**config.mk**
```make
export PLATFORM = sky130hd
export DESIGN_NAME = mp_add_seq
export DESIGN_NICKNAME = d
export VERILOG_FILES = /design/src/rtl/mp_add_seq.sv
export SDC_FILE = /design/constraint.sdc
export NUM_CORES = 1
export LEC_CHECK = 0
export ABC_AREA = 0
export CELL_PAD_IN_SITES_DETAIL_PLACEMENT = 1
export CELL_PAD_IN_SITES_GLOBAL_PLACEMENT = 2
export CORE_ASPECT_RATIO = 1.4
export CORE_UTILIZATION = 32
export CTS_CLUSTER_DIAMETER = 80
export DETAILED_ROUTE_END_ITERATION = 10
export PLACE_DENSITY_LB_ADDON = 0.25
export SYNTH_ARGS = -nofsm -noshare
export SYNTH_HDL_FRONTEND = slang
export SYNTH_SLANG_ARGS = --single-unit
```
**constraint.sdc**
```tcl
create_clock -name clk_i -period 3.2 [get_ports clk_i]
set_input_delay 0.64 -clock clk_i [delete_from_list [all_inputs] [get_ports clk_i]]
set_output_delay 0.64 -clock clk_i [all_outputs]
set_load 0.01 [all_outputs]
```
**src/rtl/mp_add_seq.sv**
```systemverilog
// ---------------------------------------------------------------------------
// mp_add_seq -- multi-precision adder sequencer.
//
// Adds two WORDS*BIT-bit operands with one shared BIT-wide ripple adder
// (fa_nbit), one chunk per clock, LSB chunk first. The carry between chunks
// is held in a register. Requests and results use valid/ready handshakes.
//
// Optional build macro: MP_ADD_SEQ_OVF_EN adds ovf_o, the signed
// two's-complement overflow of the full-width add.
//
// Ports:
//   clk_i        clock, rising edge
//   rst_n_i      asynchronous active-low reset
//   in_valid_i   request carries valid operands
//   in_ready_o   block is idle and can accept a request
//   a_i, b_i     operands (BIT*WORDS bits)
//   cin_i        carry-in to chunk 0
//   out_valid_o  result available
//   out_ready_i  consumer accepts result
//   sum_o        result (BIT*WORDS bits)
//   cout_o       carry-out of the top chunk
//   ovf_o        signed overflow (only with MP_ADD_SEQ_OVF_EN)
// ---------------------------------------------------------------------------

// BIT-wide ripple-carry adder.
module fa_nbit #(
  parameter int BIT = 4
) (
  input  logic [BIT-1:0] a,
  input  logic [BIT-1:0] b,
  input  logic           cin,
  output logic [BIT-1:0] sum,
  output logic           cout
);
  logic [BIT:0] c;

  assign c[0] = cin;

  for (genvar i = 0; i < BIT; i++) begin : g_bit
    assign sum[i]  = a[i] ^ b[i] ^ c[i];
    assign c[i+1]  = (a[i] & b[i]) | (c[i] & (a[i] ^ b[i]));
  end

  assign cout = c[BIT];
endmodule

module mp_add_seq #(
  parameter int BIT   = 4,
  parameter int WORDS = 4
) (
  input  logic                 clk_i,
  input  logic                 rst_n_i,
  input  logic                 in_valid_i,
  output logic                 in_ready_o,
  input  logic [BIT*WORDS-1:0] a_i,
  input  logic [BIT*WORDS-1:0] b_i,
  input  logic                 cin_i,
  output logic                 out_valid_o,
  input  logic                 out_ready_i,
  output logic [BIT*WORDS-1:0] sum_o,
  output logic                 cout_o
`ifdef MP_ADD_SEQ_OVF_EN
  ,
  output logic                 ovf_o
`endif
);
  localparam int W  = BIT * WORDS;
  localparam int IW = $clog2(WORDS);
  localparam logic [IW-1:0] LAST = IW'(WORDS - 1);

  typedef enum logic [1:0] {IDLE, RUN, DONE} state_t;

  state_t        state, nxt;
  logic [IW-1:0] idx;
  logic          carry;
  logic [W-1:0]  a_reg, b_reg, sum_reg;
  logic          cout_reg;
  logic [BIT-1:0] ch_a, ch_b, ch_sum;
  logic          ch_cout;
  logic          last;

  assign ch_a = a_reg[idx*BIT +: BIT];
  assign ch_b = b_reg[idx*BIT +: BIT];
  assign last = (idx == LAST);

  fa_nbit #(.BIT(BIT)) u_add (
    .a    (ch_a),
    .b    (ch_b),
    .cin  (carry),
    .sum  (ch_sum),
    .cout (ch_cout)
  );

  // State register.
  always_ff @(posedge clk_i or negedge rst_n_i) begin
    if (!rst_n_i) state <= IDLE;
    else          state <= nxt;
  end

  // Next-state decode. Inputs only matter in the state that listens to them.
  always_comb begin
    nxt = state;
    case (state)
      IDLE:    if (in_valid_i)  nxt = RUN;
      RUN:     if (last)        nxt = DONE;
      DONE:    if (out_ready_i) nxt = IDLE;
      default:                  nxt = IDLE;
    endcase
  end

  // Datapath. sum_reg/cout_reg are only rewritten by a new operation, so the
  // last result stays on sum_o/cout_o after the output handshake.
  always_ff @(posedge clk_i or negedge rst_n_i) begin
    if (!rst_n_i) begin
      idx      <= '0;
      carry    <= 1'b0;
      a_reg    <= '0;
      b_reg    <= '0;
      sum_reg  <= '0;
      cout_reg <= 1'b0;
    end else begin
      case (state)
        IDLE: begin
          if (in_valid_i) begin
            a_reg <= a_i;
            b_reg <= b_i;
            carry <= cin_i;
            idx   <= '0;
          end
        end
        RUN: begin
          sum_reg[idx*BIT +: BIT] <= ch_sum;
          carry                   <= ch_cout;
          if (last) cout_reg <= ch_cout;
          else      idx      <= idx + 1'b1;
        end
        default: ;
      endcase
    end
  end

`ifdef MP_ADD_SEQ_OVF_EN
  logic ovf_reg;
  logic cmsb;

  // Carry into the top bit recovered from that bit's sum: s = a ^ b ^ c.
  assign cmsb = ch_a[BIT-1] ^ ch_b[BIT-1] ^ ch_sum[BIT-1];

  always_ff @(posedge clk_i or negedge rst_n_i) begin
    if (!rst_n_i)                ovf_reg <= 1'b0;
    else if (state == RUN && last) ovf_reg <= cmsb ^ ch_cout;
  end

  assign ovf_o = ovf_reg;
`endif

  assign in_ready_o  = (state == IDLE);
  assign out_valid_o = (state == DONE);
  assign sum_o       = sum_reg;
  assign cout_o      = cout_reg;
endmodule

```
==> results.md <==
- The number of max-cap violations is 0.
- The mapped netlist covers 2688 um2.
- The cts-stage hold buffer count is 0.
- The actual transition at the worst max-transition pin is 530.0 ps.
- Cells with a size suffix above 1 make up 28.51% of the layout.
- Once placement finished, the instance area stood at 3326 um2.
- The count of warnings emitted by yosys is 0.
- At the placement stage, the worst setup path has a slack of 158.6 ps.
- The post-synthesis simple-gate area fraction is 10.57%.
- The leakage power is 0.001469 uW.
- The synthesized design contains 0 enable-type register cells.
- For this block, the initial DRC count from the detailed router was 92.
- The share of flip-flops with an asynchronous set or reset is 100.0%.
- The clock buffer count from CTS is 5.
- The average cell area after synthesis is 14.53 um2.
- The first detailed-routing pass took 4 iterations.
- The post-detailed-route DRC marker count is 0.
- The number of global-route vias before repair was 1842.
- The main combinational cell family by area after synthesis is multiplexers.
- The global placer's final weighted congestion is 0.6993.
- The met1 layer usage reported by global route is 18.66%.
- After detailed placement, the design holds a cell count of 336.
- The met2 track demand over resource is 24.90%.
- The critical path goes through mux4_2 -> inv_1 -> fa_1 -> inv_1 -> fa_1 -> inv_1 -> fa_1 -> inv_1 -> fa_1 -> and4b_1 -> mux2_2.
- In this run the tightest slew margin relative to its limit is 64.67%.
- Clock skew on the completed layout was measured at 3.849 ps.
- The core region is 8149 um2.
- The layout overhead on the synthesized area is 29.10%.
- The maximum resistive drop on vdd is 437.1 uV.
- The total negative slack for setup checks is 0 ps.
- met2 is the most crowded layer.
- In the global route stage, met3 resource usage came out at 2.479%.
- In the synthesized netlist, the number of instances is 185.
- Multiplexer cells account for 25.56% of the synthesized area.
- The initialized floorplan defines 39 standard-cell rows.
- The critical path contains buffers and inverters numbering 4 combined.
- The I/O pin count is 56.
- Yosys attributes the largest share of cell area to sky130_fd_sc_hd__dfrtp_1 50%, sky130_fd_sc_hd__mux2_2 17%, sky130_fd_sc_hd__mux4_2 6.7%.
- After detailed routing, the total wire length is 5796 um.
- Based on the critical path, the design can be clocked at up to 336.0 MHz.
- TritonCTS built the clock tree.
- Subtracting the final worst setup slack from the clock period gives 2976 ps.
- The power per cell area is 1052 nW/um2.
- Of all nets on the critical path, the largest fanout is 5.
- The xor/xnor share of the synthesized area is 0%.
- The critical path start-end classification is flop to flop.
- Of the post-synthesis cell area, the dominant cell type holds 50.28%.
- The final antenna diode count is 0.
- The H-tree was split into 2 levels.
- The cell type with the largest total area after synthesis is sky130_fd_sc_hd__dfrtp_1.
- For this run, the register share of the synthesized area comes to 50.28%.
- The total power consumption of the routed design is 3650 uW.
- The number of antenna-violating nets in the routed design is 0.
- The starting density of the core is 32.98%.
- The data required time of the worst path is 3380 ps.
- Summing the areas of all compound-gate instances in the mapped netlist gives 3.305% of the synthesized area.
- The tree built by TritonCTS fans out to 54 sinks.
- The fraction of the cycle the final worst path needs is 93.01%.
- The number of failing setup endpoints in the final timing report is 0.
- The worst setup path is captured at a flop.
- The max-slew violation total from the final report is 0.
- The most used flip-flop cell after synthesis is sky130_fd_sc_hd__dfrtp_1.
- The mean routed wirelength per cell is 16.85 um.
- The detailed placement HPWL is 4396 um.
- After clock tree synthesis, the clock-pin slew on the worst setup and hold paths is 70 ps.
- The global-route wire length before repair is 9798 um.
- The worst path meets setup with 223.8 ps of slack.
- Entering global routing, the biggest net connects 33 pins.
- The finished cells cover 3470 um2.
- For this block, the via count after detailed routing is 1676.
- Counting every net in the synthesized netlist gives 232.
- The die is 79.46 um wide.
- The die covers 8775 um2.
- The initial antenna violation count is 0.
- The share of synthesized cell area in full adder, half adder and majority cells is 5.773%.
- Setup repair after global routing left no endpoint under its margin.
- The category of the worst setup path launch point is a flop.
- The largest stage delay on the critical path is 460 ps.
- The count of cells in the finished layout, fillers not included, comes to 344.
- The cell with the largest stage delay on the worst path is sky130_fd_sc_hd__fa_1.
- The number of nets in the finished design is 288.
- Synthesis inferred 54 register bits.
- The clock network latency to the later pin of the worst-skew pair is 290 ps.
- The height of the die is 110.4 um.
- After global routing the overflow that remains totals 0.
- Global routing used 14.53% of the available tracks.
- The buffer cell driving the clock tree root is sky130_fd_sc_hd__clkbuf_16.
- The tightest min-delay check is of the input pin to asynchronous set/reset pin type.
- The family with the most delay on the worst path is adder cells.
- Dividing the detail-routed via count by the number of cells gives 4.872.
- The data arrival time of the critical path is 3150 ps.
- The flow ran to the end, and the final reports show no timing, DRC or antenna violations.
- The number of hold violations in the final report is 0.
- The clock passes through at most 2 buffers.
- The distinct cell type count after synthesis is 32.
- The count of port buffers added during placement is 55.
==> cell families (layout without fill, tap and decap cells) <==
logic type | count (synthesis) | after routing
compound gates | 10 | 10
mux | 53 | 53
simple gates | 35 | 35
buf+inv | 23 | 80
flops | 54 | 54
fa+ha+maj | 10 | 10
==> layout make-up <==
| cell class | count | area, um2 |
|---|---|---|
| fill | 834 | 4679 |
| sequential | 54 | 1353 |
| multi-input combinational | 108 | 1215 |
| timing repair buffer | 61 | 590.6 |
| clock buffer | 6 | 128.9 |
| tap | 102 | 127.6 |
| inverter | 11 | 41.29 |
| clock inverter | 2 | 13.76 |
==> per-layer routing <==
| metal | routed length [um] | vias to the layer above | part of all wire, % |
|---|---|---|---|
| met5 | 0 | - | 0 |
| met4 | 57 | 0 | 0.98 |
| met3 | 135 | 5 | 2.3 |
| met2 | 3120 | 36 | 54 |
| met1 | 2482 | 852 | 43 |
| li1 | - | 783 | - |
==> path summary, 6_finish.rpt <==
path                                from       end  slack, ps  depth (start not counted)
worst max-delay path              idx[0]  sum_o[7]        220                         11
worst min-delay path             rst_n_i  state[1]        220                          1
worst max register to register    idx[0]  sum_o[7]        220                         11
worst min register to register  sum_o[0]  sum_o[0]        490                          1
max in group asynchronous        rst_n_i    idx[0]       2380                          2
min in group clk_i              sum_o[0]  sum_o[0]        490                          1
==> cell usage after synthesis (all sizes together), types with 3 or more instances <==
cell	instances
nor2b	3
fa	4
nand2b	5
mux4	8
buf	9
mux2	45
a32o	4
dfrtp	54
inv	11
nor4b	4
nor4bb	6
ha	6
and3b	3
clkbuf	3
==> cell usage in the layout, fill, tap and decap left out, drive strengths merged, types with 2 or more instances in the layout <==
master and count:
mux4 8, nor4b 4, nand2b 5, clkdlybuf4s50 54, a32o 4, dfrtp 54
mux2 45, fa 4, clkinv 2, nor2b 3, and3b 3, ha 6
clkbuf 6, nand3 2, buf 7, and4b 2, inv 11, nor3b 2
nor4bb 6, and2 2, nand3b 2, o221ai 2
==> through the flow <==
stage | hold slack, ps | utilization [%]
after floorplan | 344.4 | -
after detailed placement | 482.0 | 40.81
after CTS | 228.9 | 42.56
after global placement | 468.9 | 40.81
after global routing | 236.8 | 42.58
final | 218.0 | 42.58
==> worst reg2reg max path, delay by kind of cell (launching register included) <==
family        cells  cell delay, ps
fa+ha+maj         4            1370
buf+inv           4             250
flops             1             450
mux               2             600
simple gates      1             200
==> report_power, final <==
group	internal, uW	switching (uW)	total (uW)	leakage (uW)
sequential	984	221	1210	0.000667
clock	291	241	532	0.0000708
combinational	1050	861	1910	0.000731
total	2330	1320	3650	0.00147
==> timing repair <==
action,4_1_cts,5_1_grt
buffers inserted,0,0
setup endpoints to repair,0,1
resized for setup,0,1
(Power assumes the default switching activity.)
